**src/rtl/picorv32_axi_pkg.sv**
```systemverilog
// Shared definitions for the native-memory to AXI4-Lite bridge.
// Holds the bridge state encoding, the AXI response codes, the AXI
// protection encodings for instruction and data accesses, and a helper
// that classifies a response code as an error.
package picorv32_axi_pkg;

    typedef enum logic [2:0] {
        ST_IDLE    = 3'd0,
        ST_WR_REQ  = 3'd1,
        ST_WR_RESP = 3'd2,
        ST_RD_REQ  = 3'd3,
        ST_RD_RESP = 3'd4,
        ST_DONE    = 3'd5
    } axi_state_e;

    localparam logic [1:0] AXI_RESP_OKAY   = 2'b00;
    localparam logic [1:0] AXI_RESP_EXOKAY = 2'b01;
    localparam logic [1:0] AXI_RESP_SLVERR = 2'b10;
    localparam logic [1:0] AXI_RESP_DECERR = 2'b11;

    localparam logic [2:0] PROT_INSN = 3'b100;
    localparam logic [2:0] PROT_DATA = 3'b000;

    // SLVERR and DECERR both carry bit 1; OKAY and EXOKAY do not.
    function automatic logic resp_is_error(input logic [1:0] resp);
        return resp[1];
    endfunction

endpackage

```
**src/rtl/picorv32_mem_axi_master_if.sv**
```systemverilog
// Bus bundle for the bridge: the core's native memory bus on one side and
// the AXI4-Lite master channels on the other.
//   master modport : the bridge (consumes native requests, drives AXI master)
//   slave  modport : the environment (issues native requests, acts as AXI slave)
interface picorv32_mem_axi_master_if;

    logic        mem_valid;
    logic        mem_instr;
    logic [31:0] mem_addr;
    logic [31:0] mem_wdata;
    logic [3:0]  mem_wstrb;
    logic        mem_ready;
    logic [31:0] mem_rdata;

    logic        m_axi_awvalid;
    logic        m_axi_awready;
    logic [31:0] m_axi_awaddr;
    logic [2:0]  m_axi_awprot;
    logic        m_axi_wvalid;
    logic        m_axi_wready;
    logic [31:0] m_axi_wdata;
    logic [3:0]  m_axi_wstrb;
    logic        m_axi_bvalid;
    logic        m_axi_bready;
    logic [1:0]  m_axi_bresp;
    logic        m_axi_arvalid;
    logic        m_axi_arready;
    logic [31:0] m_axi_araddr;
    logic [2:0]  m_axi_arprot;
    logic        m_axi_rvalid;
    logic        m_axi_rready;
    logic [31:0] m_axi_rdata;
    logic [1:0]  m_axi_rresp;

    modport master (
        input  mem_valid, mem_instr, mem_addr, mem_wdata, mem_wstrb,
        output mem_ready, mem_rdata,
        output m_axi_awvalid, m_axi_awaddr, m_axi_awprot,
        input  m_axi_awready,
        output m_axi_wvalid, m_axi_wdata, m_axi_wstrb,
        input  m_axi_wready,
        input  m_axi_bvalid, m_axi_bresp,
        output m_axi_bready,
        output m_axi_arvalid, m_axi_araddr, m_axi_arprot,
        input  m_axi_arready,
        input  m_axi_rvalid, m_axi_rdata, m_axi_rresp,
        output m_axi_rready
    );

    modport slave (
        output mem_valid, mem_instr, mem_addr, mem_wdata, mem_wstrb,
        input  mem_ready, mem_rdata,
        input  m_axi_awvalid, m_axi_awaddr, m_axi_awprot,
        output m_axi_awready,
        input  m_axi_wvalid, m_axi_wdata, m_axi_wstrb,
        output m_axi_wready,
        output m_axi_bvalid, m_axi_bresp,
        input  m_axi_bready,
        input  m_axi_arvalid, m_axi_araddr, m_axi_arprot,
        output m_axi_arready,
        output m_axi_rvalid, m_axi_rdata, m_axi_rresp,
        input  m_axi_rready
    );

endinterface

```
**src/rtl/picorv32_mem_axi_master.sv**
```systemverilog
// Native memory bus to AXI4-Lite master bridge, one transaction at a time.
// Ports:
//   clk, resetn : clock, asynchronous active-low reset
//   bus         : native request side + AXI master channels (master modport)
//   bus_error   : pulse with mem_ready when the response was SLVERR/DECERR
//   err_addr    : address of the first errored transaction since last clear
//   err_valid   : sticky flag qualifying err_addr
//   err_clear   : clears err_valid, dominates a same-cycle capture
// Every output comes straight from a register; AXI inputs only feed the
// next-state logic, so there is no input-to-output combinational path.
module picorv32_mem_axi_master
    import picorv32_axi_pkg::*;
(
    input  logic                             clk,
    input  logic                             resetn,
    picorv32_mem_axi_master_if.master        bus,
    output logic                             bus_error,
    output logic [31:0]                      err_addr,
    output logic                             err_valid,
    input  logic                             err_clear
);

    axi_state_e  r_state;
    axi_state_e  w_nxt_state;
    logic [31:0] r_addr;
    logic [31:0] r_wdata;
    logic [3:0]  r_wstrb;
    logic [2:0]  r_prot;
    logic [1:0]  r_resp;
    logic [31:0] r_rdata;
    logic [31:0] r_err_addr;
    logic        r_err_valid;
    logic        r_awvalid, r_wvalid, r_bready, r_arvalid, r_rready;
    logic        r_mem_ready, r_bus_error;

    logic        w_nxt_awvalid, w_nxt_wvalid, w_nxt_bready;
    logic        w_nxt_arvalid, w_nxt_rready;
    logic        w_nxt_mem_ready, w_nxt_bus_error;
    logic        w_capture, w_load_resp, w_load_rdata, w_err_hit;
    logic [1:0]  w_resp;

    // Next-state and next-output decode for the transaction FSM.
    always_comb begin
        w_nxt_state     = r_state;
        w_nxt_awvalid   = r_awvalid;
        w_nxt_wvalid    = r_wvalid;
        w_nxt_bready    = 1'b0;
        w_nxt_arvalid   = r_arvalid;
        w_nxt_rready    = 1'b0;
        w_nxt_mem_ready = 1'b0;
        w_nxt_bus_error = 1'b0;
        w_capture       = 1'b0;
        w_load_resp     = 1'b0;
        w_load_rdata    = 1'b0;
        w_resp          = r_resp;
        case (r_state)
            ST_IDLE: begin
                if (bus.mem_valid) begin
                    w_capture = 1'b1;
                    if (bus.mem_wstrb != 4'b0000) begin
                        w_nxt_state   = ST_WR_REQ;
                        w_nxt_awvalid = 1'b1;
                        w_nxt_wvalid  = 1'b1;
                    end else begin
                        w_nxt_state   = ST_RD_REQ;
                        w_nxt_arvalid = 1'b1;
                    end
                end else begin
                    w_nxt_state = ST_IDLE;
                end
            end
            ST_WR_REQ: begin
                // A low valid means that channel already handshook, so the
                // two channels may complete in either order or together.
                w_nxt_awvalid = r_awvalid & ~bus.m_axi_awready;
                w_nxt_wvalid  = r_wvalid & ~bus.m_axi_wready;
                if (!w_nxt_awvalid && !w_nxt_wvalid) begin
                    w_nxt_state  = ST_WR_RESP;
                    w_nxt_bready = 1'b1;
                end else begin
                    w_nxt_state  = ST_WR_REQ;
                end
            end
            ST_WR_RESP: begin
                if (bus.m_axi_bvalid) begin
                    w_nxt_state     = ST_DONE;
                    w_nxt_mem_ready = 1'b1;
                    w_nxt_bus_error = resp_is_error(bus.m_axi_bresp);
                    w_resp          = bus.m_axi_bresp;
                    w_load_resp     = 1'b1;
                end else begin
                    w_nxt_bready    = 1'b1;
                end
            end
            ST_RD_REQ: begin
                if (bus.m_axi_arready) begin
                    w_nxt_state   = ST_RD_RESP;
                    w_nxt_arvalid = 1'b0;
                    w_nxt_rready  = 1'b1;
                end else begin
                    w_nxt_arvalid = 1'b1;
                end
            end
            ST_RD_RESP: begin
                if (bus.m_axi_rvalid) begin
                    w_nxt_state     = ST_DONE;
                    w_nxt_mem_ready = 1'b1;
                    w_nxt_bus_error = resp_is_error(bus.m_axi_rresp);
                    w_resp          = bus.m_axi_rresp;
                    w_load_resp     = 1'b1;
                    w_load_rdata    = 1'b1;
                end else begin
                    w_nxt_rready    = 1'b1;
                end
            end
            ST_DONE: begin
                w_nxt_state = ST_IDLE;
            end
            default: begin
                w_nxt_state   = ST_IDLE;
                w_nxt_awvalid = 1'b0;
                w_nxt_wvalid  = 1'b0;
                w_nxt_arvalid = 1'b0;
            end
        endcase
        // The latched response is examined during DONE, so err_* follow
        // mem_ready by one cycle.
        w_err_hit = (r_state == ST_DONE) && resp_is_error(r_resp) && !r_err_valid;
    end

    // FSM state and registered handshake outputs.
    always_ff @(posedge clk or negedge resetn) begin
        if (!resetn) begin
            r_state     <= ST_IDLE;
            r_awvalid   <= 1'b0;
            r_wvalid    <= 1'b0;
            r_bready    <= 1'b0;
            r_arvalid   <= 1'b0;
            r_rready    <= 1'b0;
            r_mem_ready <= 1'b0;
            r_bus_error <= 1'b0;
        end else begin
            r_state     <= w_nxt_state;
            r_awvalid   <= w_nxt_awvalid;
            r_wvalid    <= w_nxt_wvalid;
            r_bready    <= w_nxt_bready;
            r_arvalid   <= w_nxt_arvalid;
            r_rready    <= w_nxt_rready;
            r_mem_ready <= w_nxt_mem_ready;
            r_bus_error <= w_nxt_bus_error;
        end
    end

    // Request capture; these registers drive the AXI address/data outputs.
    always_ff @(posedge clk or negedge resetn) begin
        if (!resetn) begin
            r_addr  <= 32'h0000_0000;
            r_wdata <= 32'h0000_0000;
            r_wstrb <= 4'b0000;
            r_prot  <= PROT_DATA;
        end else if (w_capture) begin
            r_addr  <= bus.mem_addr;
            r_wdata <= bus.mem_wdata;
            r_wstrb <= bus.mem_wstrb;
            r_prot  <= bus.mem_instr ? PROT_INSN : PROT_DATA;
        end
    end

    // Response code and read data latches.
    always_ff @(posedge clk or negedge resetn) begin
        if (!resetn) begin
            r_resp  <= AXI_RESP_OKAY;
            r_rdata <= 32'h0000_0000;
        end else begin
            if (w_load_resp) begin
                r_resp <= w_resp;
            end
            if (w_load_rdata) begin
                r_rdata <= bus.m_axi_rdata;
            end
        end
    end

    // Sticky first-error capture; a clear dominates a simultaneous capture.
    always_ff @(posedge clk or negedge resetn) begin
        if (!resetn) begin
            r_err_valid <= 1'b0;
            r_err_addr  <= 32'h0000_0000;
        end else if (err_clear) begin
            r_err_valid <= 1'b0;
        end else if (w_err_hit) begin
            r_err_valid <= 1'b1;
            r_err_addr  <= r_addr;
        end
    end

    assign bus.m_axi_awvalid = r_awvalid;
    assign bus.m_axi_awaddr  = r_addr;
    assign bus.m_axi_awprot  = r_prot;
    assign bus.m_axi_wvalid  = r_wvalid;
    assign bus.m_axi_wdata   = r_wdata;
    assign bus.m_axi_wstrb   = r_wstrb;
    assign bus.m_axi_bready  = r_bready;
    assign bus.m_axi_arvalid = r_arvalid;
    assign bus.m_axi_araddr  = r_addr;
    assign bus.m_axi_arprot  = r_prot;
    assign bus.m_axi_rready  = r_rready;
    assign bus.mem_ready     = r_mem_ready;
    assign bus.mem_rdata     = r_rdata;
    assign bus_error         = r_bus_error;
    assign err_addr          = r_err_addr;
    assign err_valid         = r_err_valid;

endmodule

```
**src/flat_wrapper.sv**
```systemverilog
// flat-port wrapper written by rule: the top's interface ports become plain ports
module picorv32_mem_axi_master_flat import picorv32_axi_pkg::*;
  (clk, resetn, bus_error, err_addr, err_valid, err_clear, bus_mem_valid, bus_mem_instr, bus_mem_addr, bus_mem_wdata, bus_mem_wstrb, bus_mem_ready, bus_mem_rdata, bus_m_axi_awvalid, bus_m_axi_awaddr, bus_m_axi_awprot, bus_m_axi_awready, bus_m_axi_wvalid, bus_m_axi_wdata, bus_m_axi_wstrb, bus_m_axi_wready, bus_m_axi_bvalid, bus_m_axi_bresp, bus_m_axi_bready, bus_m_axi_arvalid, bus_m_axi_araddr, bus_m_axi_arprot, bus_m_axi_arready, bus_m_axi_rvalid, bus_m_axi_rdata, bus_m_axi_rresp, bus_m_axi_rready);
  picorv32_mem_axi_master_if bus_i ();
  input  logic clk;
  input  logic resetn;
  output logic bus_error;
  output logic [31:0] err_addr;
  output logic err_valid;
  input  logic err_clear;
  input wire logic [$bits(bus_i.mem_valid)-1:0] bus_mem_valid;
  input wire logic [$bits(bus_i.mem_instr)-1:0] bus_mem_instr;
  input wire logic [$bits(bus_i.mem_addr)-1:0] bus_mem_addr;
  input wire logic [$bits(bus_i.mem_wdata)-1:0] bus_mem_wdata;
  input wire logic [$bits(bus_i.mem_wstrb)-1:0] bus_mem_wstrb;
  output wire logic [$bits(bus_i.mem_ready)-1:0] bus_mem_ready;
  output wire logic [$bits(bus_i.mem_rdata)-1:0] bus_mem_rdata;
  output wire logic [$bits(bus_i.m_axi_awvalid)-1:0] bus_m_axi_awvalid;
  output wire logic [$bits(bus_i.m_axi_awaddr)-1:0] bus_m_axi_awaddr;
  output wire logic [$bits(bus_i.m_axi_awprot)-1:0] bus_m_axi_awprot;
  input wire logic [$bits(bus_i.m_axi_awready)-1:0] bus_m_axi_awready;
  output wire logic [$bits(bus_i.m_axi_wvalid)-1:0] bus_m_axi_wvalid;
  output wire logic [$bits(bus_i.m_axi_wdata)-1:0] bus_m_axi_wdata;
  output wire logic [$bits(bus_i.m_axi_wstrb)-1:0] bus_m_axi_wstrb;
  input wire logic [$bits(bus_i.m_axi_wready)-1:0] bus_m_axi_wready;
  input wire logic [$bits(bus_i.m_axi_bvalid)-1:0] bus_m_axi_bvalid;
  input wire logic [$bits(bus_i.m_axi_bresp)-1:0] bus_m_axi_bresp;
  output wire logic [$bits(bus_i.m_axi_bready)-1:0] bus_m_axi_bready;
  output wire logic [$bits(bus_i.m_axi_arvalid)-1:0] bus_m_axi_arvalid;
  output wire logic [$bits(bus_i.m_axi_araddr)-1:0] bus_m_axi_araddr;
  output wire logic [$bits(bus_i.m_axi_arprot)-1:0] bus_m_axi_arprot;
  input wire logic [$bits(bus_i.m_axi_arready)-1:0] bus_m_axi_arready;
  input wire logic [$bits(bus_i.m_axi_rvalid)-1:0] bus_m_axi_rvalid;
  input wire logic [$bits(bus_i.m_axi_rdata)-1:0] bus_m_axi_rdata;
  input wire logic [$bits(bus_i.m_axi_rresp)-1:0] bus_m_axi_rresp;
  output wire logic [$bits(bus_i.m_axi_rready)-1:0] bus_m_axi_rready;
  assign bus_i.mem_valid = bus_mem_valid;
  assign bus_i.mem_instr = bus_mem_instr;
  assign bus_i.mem_addr = bus_mem_addr;
  assign bus_i.mem_wdata = bus_mem_wdata;
  assign bus_i.mem_wstrb = bus_mem_wstrb;
  assign bus_mem_ready = bus_i.mem_ready;
  assign bus_mem_rdata = bus_i.mem_rdata;
  assign bus_m_axi_awvalid = bus_i.m_axi_awvalid;
  assign bus_m_axi_awaddr = bus_i.m_axi_awaddr;
  assign bus_m_axi_awprot = bus_i.m_axi_awprot;
  assign bus_i.m_axi_awready = bus_m_axi_awready;
  assign bus_m_axi_wvalid = bus_i.m_axi_wvalid;
  assign bus_m_axi_wdata = bus_i.m_axi_wdata;
  assign bus_m_axi_wstrb = bus_i.m_axi_wstrb;
  assign bus_i.m_axi_wready = bus_m_axi_wready;
  assign bus_i.m_axi_bvalid = bus_m_axi_bvalid;
  assign bus_i.m_axi_bresp = bus_m_axi_bresp;
  assign bus_m_axi_bready = bus_i.m_axi_bready;
  assign bus_m_axi_arvalid = bus_i.m_axi_arvalid;
  assign bus_m_axi_araddr = bus_i.m_axi_araddr;
  assign bus_m_axi_arprot = bus_i.m_axi_arprot;
  assign bus_i.m_axi_arready = bus_m_axi_arready;
  assign bus_i.m_axi_rvalid = bus_m_axi_rvalid;
  assign bus_i.m_axi_rdata = bus_m_axi_rdata;
  assign bus_i.m_axi_rresp = bus_m_axi_rresp;
  assign bus_m_axi_rready = bus_i.m_axi_rready;
  picorv32_mem_axi_master u_core (.clk(clk), .resetn(resetn), .bus(bus_i), .bus_error(bus_error), .err_addr(err_addr), .err_valid(err_valid), .err_clear(err_clear));
endmodule
```
**config.mk**
```make
export PLATFORM = sky130hd
export DESIGN_NAME = picorv32_mem_axi_master_flat
export DESIGN_NICKNAME = d
export VERILOG_FILES = /design/src/rtl/picorv32_axi_pkg.sv /design/src/rtl/picorv32_mem_axi_master_if.sv /design/src/rtl/picorv32_mem_axi_master.sv /design/src/flat_wrapper.sv
export SDC_FILE = /design/constraint.sdc
export NUM_CORES = 1
export LEC_CHECK = 0
export ABC_AREA = 1
export BUFFER_PORTS_ARGS = -buffer_cell sky130_fd_sc_hd__buf_4
export CELL_PAD_IN_SITES_DETAIL_PLACEMENT = 0
export CELL_PAD_IN_SITES_GLOBAL_PLACEMENT = 1
export CORE_ASPECT_RATIO = 0.9
export CORE_MARGIN = 8
export CORE_UTILIZATION = 33
export DETAILED_ROUTE_END_ITERATION = 8
export GPL_TIMING_DRIVEN = 1
export PLACE_DENSITY_LB_ADDON = 0.15
export SLEW_MARGIN = 20
export SYNTH_ARGS = -nofsm -noshare
export SYNTH_HDL_FRONTEND = slang
export SYNTH_SLANG_ARGS = --single-unit
```
**constraint.sdc**
```tcl
create_clock -name clk -period 1.65 [get_ports clk]
set_input_delay 0.165 -clock clk [delete_from_list [all_inputs] [get_ports clk]]
set_output_delay 0.165 -clock clk [all_outputs]
set_load 0.02 [all_outputs]
```
==> results of run 1 <==
## cell usage in the layout (no fill, tap or decap), types with 2 or more instances in the layout
cell,n
nand2_1,241
o21ai_1,4
nand3_1,48
o21ai_0,29
inv_6,2
buf_12,8
clkinv_2,2
buf_4,287
clkbuf_8,2
clkbuf_16,17
clkbuf_1,2
clkinv_4,3
inv_1,45
dlygate4sd3_1,107
nor2_1,44
conb_1,4
nor2_4,2
dfrtp_1,144
inv_2,4
bufinv_16,3
a21oi_2,30
a21oi_1,4
## synth_stat cells (3+ instances only)
cell type,instances
buf_4,45
clkbuf_1,3
nor2_1,44
nand2_1,241
buf_6,7
a21oi_2,30
buf_2,8
inv_2,4
o21ai_1,4
clkbuf_2,3
inv_1,45
o21ai_0,29
dfrtp_1,145
nand3_1,48
a21oi_1,4
## logic make-up (layout without fill, tap and decap cells)
| logic type | count (synthesis) | in the layout | share of synthesized area (%) |
|---|---|---|---|
| AOI/OAI and AO/OA | 67 | 67 | 7.28 |
| buffers and inverters | 118 | 484 | 11.2 |
| DFF | 145 | 145 | 59.0 |
| other | 1 | 4 | 0.0609 |
| and+or+nand+nor | 341 | 341 | 22.5 |
## layout make-up
| cell class | instances | area [um2] |
|---|---|---|
| multi-input cells | 412 | 1850 |
| repair buffers | 403 | 3400 |
| flip-flops and latches | 145 | 3630 |
| fillers | 1701 | 8370 |
| clock inverters | 11 | 151 |
| well taps | 245 | 307 |
| clock buffers | 21 | 460 |
| inverters | 49 | 184 |
## worst min-delay path, stage by stage
cell,delay [ns]
buf_4,0.08
inv_1,0.06
nand3_1,0.14
nand2_1,0.07
## routing by layer
layer  vias up  part of all wire (%)  wire [um]  global-route usage, %
met1      2664                    40       7870                   19.5
li1       2761                     -          -                      -
met5         -                     0          0                      0
met2       219                    50       9780                   28.5
met4         0                   2.7        529                   7.14
met3        35                   6.6       1280                   5.20
## state kept, by name, indices dropped and copies added, names as in the netlist
name / count
u_core.bus.mem_ready: 1
u_core.bus.m_axi_bready: 1
u_core.bus.m_axi_arprot: 1
u_core.r_state: 3
u_core.bus_error: 1
u_core.err_addr: 32
u_core.r_resp: 1
u_core.bus.m_axi_arvalid: 1
u_core.bus.m_axi_wstrb: 4
u_core.err_valid: 1
u_core.bus.m_axi_awvalid: 1
u_core.bus.m_axi_araddr: 32
u_core.bus.m_axi_wvalid: 1
u_core.bus.m_axi_wdata: 32
u_core.bus.m_axi_rready: 1
u_core.bus.mem_rdata: 32
## power groups by stage
stage | registers, uW | logic, uW | clock network [uW]
2_1_floorplan | 8020 | 3810 | 0
3_3_place_gp | 6240 | 9290 | 0
3_5_place_dp | 6320 | 9390 | 0
4_1_cts | 6290 | 9610 | 4080
5_1_grt | 6510 | 10300 | 4240
6_report | 6280 | 9470 | 3950
## worst max-delay path by stage
stage                                              end  slack, ns  cells after the start
6_report                  u_core.r_resp[1]$_DFFE_PN0P_       0.18                      6
5_1_grt                u_core.err_addr[12]$_DFFE_PN0P_       0.05                      7
4_1_cts                   u_core.r_resp[1]$_DFFE_PN0P_       0.09                      5
3_5_place_dp              u_core.r_resp[1]$_DFFE_PN0P_       0.11                      5
3_3_place_gp              u_core.r_resp[1]$_DFFE_PN0P_       0.13                      5
2_1_floorplan  u_core.bus.m_axi_araddr[30]$_DFFE_PN0P_       0.40                      8
## stage by stage
stage | instances | setup WS, ns | instance area (um2) | hold slack (ns) | total power (uW)
after floorplan | 675 | 0.401 | 6160 | -0.131 | 11800
after global placement | 1147 | 0.133 | 8300 | 0.0990 | 15500
after detailed placement | 1147 | 0.109 | 8300 | 0.101 | 15700
after CTS | 1286 | 0.0940 | 9980 | 0.113 | 20000
after global routing | 1286 | 0.0495 | 9980 | 0.163 | 21000
final | 1286 | 0.183 | 9980 | 0.140 | 19700
## what timing repair did
action | CTS | global route
resized for setup | 0 | 1
setup endpoints to repair | 0 | 9
endpoints found under the hold margin | 142 | 0
hold buffers | 107 | 0
==> impl_metrics.py, run 1 <==
metrics = {
    "setup_path": {
        "start_kind": "flop",
        "crit_fanout": 34,
        "cpMostUsedCell": "nand3_1",
        "critPathCaptureType": "flop",
        "rrSetupSlack_ns": 0.18,
        "path_cells": "nor2_2, nand2_1, nor2_4, inv_2, nand3_1, nand3_1",
        "critical_path_buf_inv_count": 1,
        "critical-path-max-stage-delay_ns": 0.43,
        "path_class": "flop to flop",
        "crit-reg2reg-capture": "u_core.r_resp[1]$_DFFE_PN0P_",
        "r2r_cells": 6,
        "cp.required_ns": 1.94,
        "r2r_start": "u_core.r_state[1]$_DFFE_PN0P_",
        "worstPathArrival_ns": 1.75,
        "slowest_stage": "dfrtp_1",
        "crit_path_start": "u_core.r_state[1]$_DFFE_PN0P_",
        "crit_family": "simple AND/OR/NAND/NOR gates",
    },
    "synthesis": {
        "synthFlopType": "dfrtp_1",
        "ys_seq_elements": 145,
        "syn_area_um2": 6150,
        "ys_async_sr_fraction_pct": 100,
        "synthDistinctLibCells": 24,
        "synth_top_area_cell": "dfrtp_1",
        "ys_seq_area_share_pct": 59.0,
        "synthTopCellsByArea": "dfrtp_1 59%, nand2_1 15%, buf_4 5.5%, a21oi_2 4.3%, nand3_1 3.9%",
        "synth_top_area_share_pct": 59.0,
        "ys.warnings.count": 0,
        "synthCells": 672,
        "synth_edf_count": 0,
        "syn_avg_cell_area_um2": 9.16,
    },
    "timing": {
        "rsz0062_at_grt": "no",
        "worst_pin_slew_ns": 0.574,
        "hold_viol": 0,
        "tns_ns": 0,
        "slew_violations": 0,
        "fin_skew_ns": 0.00828,
        "fmax_mhz": 682,
        "period_needed_ns": 1.47,
        "slew_headroom_pct": 61.7,
        "final.period_utilization_pct": 88.9,
        "setup_violations": 0,
    },
    "drt": {
        "drt-pass1-iter-count": 5,
        "post_drt_wl_per_cell_um": 15.1,
        "ant_nets": 0,
        "avgViaCountPerCell": 4.42,
        "totalWireLength_um": 19500,
        "num_vias": 5679,
        "drc_errors": 0,
        "drt_iter0_markers": 314,
    },
    "power": {
        "powerDensity_nw_per_um2": 1970,
        "power.share.clock_pct": 20.1,
        "power.internal_uw": 11500,
        "p_sw_uw": 8190,
        "p_leak_uw": 0.00536,
        "peakVddDrop_v": 0.000892,
        "comb_power_share_pct": 48.1,
        "seq_power_share_pct": 31.9,
        "swShare_pct": 41.6,
    },
    "global_routing": {
        "grt-ovfl-total": 0,
        "grt_pass1_vias": 6003,
        "antenna_found_initial": 0,
        "grt_usage_pct": 16.9,
        "grt_pass1_wl_um": 31900,
        "grt_max_degree": 68,
    },
    "placement": {
        "gp_congestion": 0.784,
        "dpl.hpwl_um": 13700,
        "port_buffers": 285,
    },
    "die": {
        "dieArea_um2": 23300,
        "rows": 47,
        "chipHeight_um": 146,
        "die_w_um": 160,
        "core_um2": 18300,
        "ioPinCount": 292,
        "start_util_pct": 33.5,
    },
    "clocking": {
        "insertion_delay_ns": 0.41,
        "numCtsBuffers": 17,
        "cts_setup_buffers": 0,
        "clock-root-buffer": "clkbuf_16",
        "cts_tree": "yes",
        "clock_sinks": 145,
        "htreeDepth": 4,
        "path_clk_slew_ns": 0.06,
        "clk_path_buf_depth": 2,
    },
    "layout": {
        "diodes": 0,
        "area_growth_pct": 62.2,
        "final_util_pct": 54.4,
        "drive_above_1_share_pct": 35.4,
        "nNetsFinal": 1142,
    },
    "min_path": {
        "hold_depth": 4,
        "hp-class": "input pin to flop",
        "hold_end": "u_core.bus.m_axi_rready$_DFF_PN0_",
        "hold_path_startpoint": "bus_m_axi_rvalid",
    },
    "run_status": {
        "status": "finished, final reports clean",
    },
    "run": {
        "maxCapViolCount": 0,
    },
}
(Power assumes the default switching activity.)
==> inputs of run 2 (changes only) <==
--- a/config.mk
+++ b/config.mk
@@ -6,6 +6,7 @@
 export NUM_CORES = 1
 export LEC_CHECK = 0
 export ABC_AREA = 1
+export ABC_CLOCK_PERIOD_IN_PS = 1650
 export BUFFER_PORTS_ARGS = -buffer_cell sky130_fd_sc_hd__buf_4
 export CELL_PAD_IN_SITES_DETAIL_PLACEMENT = 0
 export CELL_PAD_IN_SITES_GLOBAL_PLACEMENT = 1
==> constraint.sdc (replaced) <==
create_clock -name clk -period 1.65 [get_ports clk]
set_input_delay 0.165 -clock clk [delete_from_list [all_inputs] [get_ports clk]]
set_output_delay 0.165 -clock clk [all_outputs]
set_load 0.1 [all_outputs]
==> impl_metrics.py, run 2 (synthesized netlist as in run 1, its figures left out) <==
metrics = {
    "timing": {
        "period_needed_ns": 1.46,
        "tns_ns": 0,
        "worst_slack_ns": 0.188,
        "fmax_mhz": 684,
        "setup_violations": 0,
        "fin_skew_ns": 0.00945,
        "slew_violations": 0,
        "final.period_utilization_pct": 88.6,
        "hold_viol": 0,
        "rsz0062_at_grt": "no",
    },
    "layout": {
        "final_util_pct": 54.4,
        "diodes": 0,
        "final_common_cell": "buf_4",
        "nFillCells": 1667,
        "nNetsFinal": 1143,
        "mostFrequentLayoutCells": "290 x buf_4, 241 x nand2_1, 144 x dfrtp_1, 107 x dlygate4sd3_1, 48 x nand3_1",
        "area_growth_pct": 62.3,
        "drive_above_1_share_pct": 35.5,
    },
    "setup_path": {
        "crit_fanout": 23,
        "cp.required_ns": 2.01,
        "worstPathArrival_ns": 1.82,
        "start_kind": "flop",
        "critPathCaptureType": "flop",
        "path_class": "flop to flop",
    },
    "clocking": {
        "numCtsBuffers": 17,
        "insertion_delay_ns": 0.42,
        "cts_tree": "yes",
        "path_clk_slew_ns": 0.06,
        "clk_path_buf_depth": 2,
        "clock_sinks": 145,
        "clock-root-buffer": "clkbuf_16",
        "cts_setup_buffers": 0,
        "htreeDepth": 4,
    },
    "global_routing": {
        "grt_pass1_wl_um": 31800,
        "grt_usage_pct": 16.9,
        "grt_max_degree": 65,
        "grt_pass1_vias": 6101,
        "grt-ovfl-total": 0,
        "antenna_found_initial": 0,
    },
    "drt": {
        "drt_iter0_markers": 329,
        "ant_nets": 0,
        "totalWireLength_um": 19700,
        "post_drt_wl_per_cell_um": 15.3,
        "drc_errors": 0,
        "num_vias": 5664,
        "drt-pass1-iter-count": 4,
        "avgViaCountPerCell": 4.40,
    },
    "die": {
        "die_w_um": 160,
        "dieArea_um2": 23300,
        "chipHeight_um": 146,
        "start_util_pct": 33.5,
        "rows": 47,
        "ioPinCount": 292,
        "core_um2": 18300,
    },
    "placement": {
        "pre_cts_ws_ns": 0.114,
        "dpl.hpwl_um": 14100,
        "gp_congestion": 0.784,
        "port_buffers": 285,
    },
    "min_path": {
        "hp-class": "input pin to flop",
    },
    "run_status": {
        "status": "finished, final reports clean",
    },
    "run": {
        "maxCapViolCount": 0,
    },
}
run 2: cell count changes in the layout (fill, tap and decap cells not counted), sizes merged:
cell	change
clkbuf	-3
clkinvlp	+1
bufinv	+1
inv	+3
clkinv	-2
buf	+1
run 2: layout make-up:
class	count	area [um2]	share of cell area, %
timing repair buffer	404	3380	33.8
clock inverter	14	204	2.04
inverter	49	186	1.87
multi-input combinational	412	1850	18.5
sequential	145	3630	36.3
tap	245	307	3.07
clock buffer	18	429	4.30
run 2: critical path, stage by stage (launching register included):
cell and delay, ns:
dfrtp_1 0.59, nand2_1 0.20, nor2_4 0.16, buf_4 0.28, nand2_1 0.09, nand2_1 0.07
run 2: worst paths after layout:
path | from | cells past startpoint | to | slack [ns]
max | u_core.r_state[2]$_DFFE_PN0P_ | 5 | u_core.bus.mem_rdata[23]$_DFFE_PN0P_ | 0.19
min | bus_m_axi_rvalid | 4 | u_core.bus.m_axi_rready$_DFF_PN0_ | 0.12
max reg2reg | u_core.r_state[2]$_DFFE_PN0P_ | 5 | u_core.bus.mem_rdata[23]$_DFFE_PN0P_ | 0.19
min reg2reg | u_core.bus.m_axi_wdata[17]$_DFFE_PN0P_ | 2 | u_core.bus.m_axi_wdata[17]$_DFFE_PN0P_ | 0.47
max in group asynchronous | resetn | 3 | u_core.bus.m_axi_wstrb[2]$_DFFE_PN0P_ | 0.78
min in group asynchronous | resetn | 2 | u_core.err_addr[1]$_DFFE_PN0P_ | 0.23
run 2: layer usage:
| layer | global-route usage (%) | vias to the layer above | wire (um) |
|---|---|---|---|
| li1 | - | 2760 | - |
| met1 | 18.9 | 2674 | 7830 |
| met2 | 28.8 | 195 | 9970 |
| met3 | 5.54 | 35 | 1330 |
| met4 | 7.47 | 0 | 600 |
| met5 | 0 | - | 0 |
run 2: what timing repair did:
action	in CTS	in global routing
hold buffers	107	0
endpoints found under the hold margin	147	0
resized for setup	0	2
setup endpoints to repair	0	1
run 2: stage by stage:
stage	hold WS, ns	cells	area (um2)
2_1_floorplan	-0.131	675	6170
4_1_cts	0.101	1287	9980
3_3_place_gp	0.119	1148	8280
3_5_place_dp	0.124	1148	8280
6_report	0.119	1287	9990
5_1_grt	0.148	1287	9990
Power of run 2 is not shown: default switching activity piles up to over one toggle a cycle in this logic, so the estimate is an artifact.
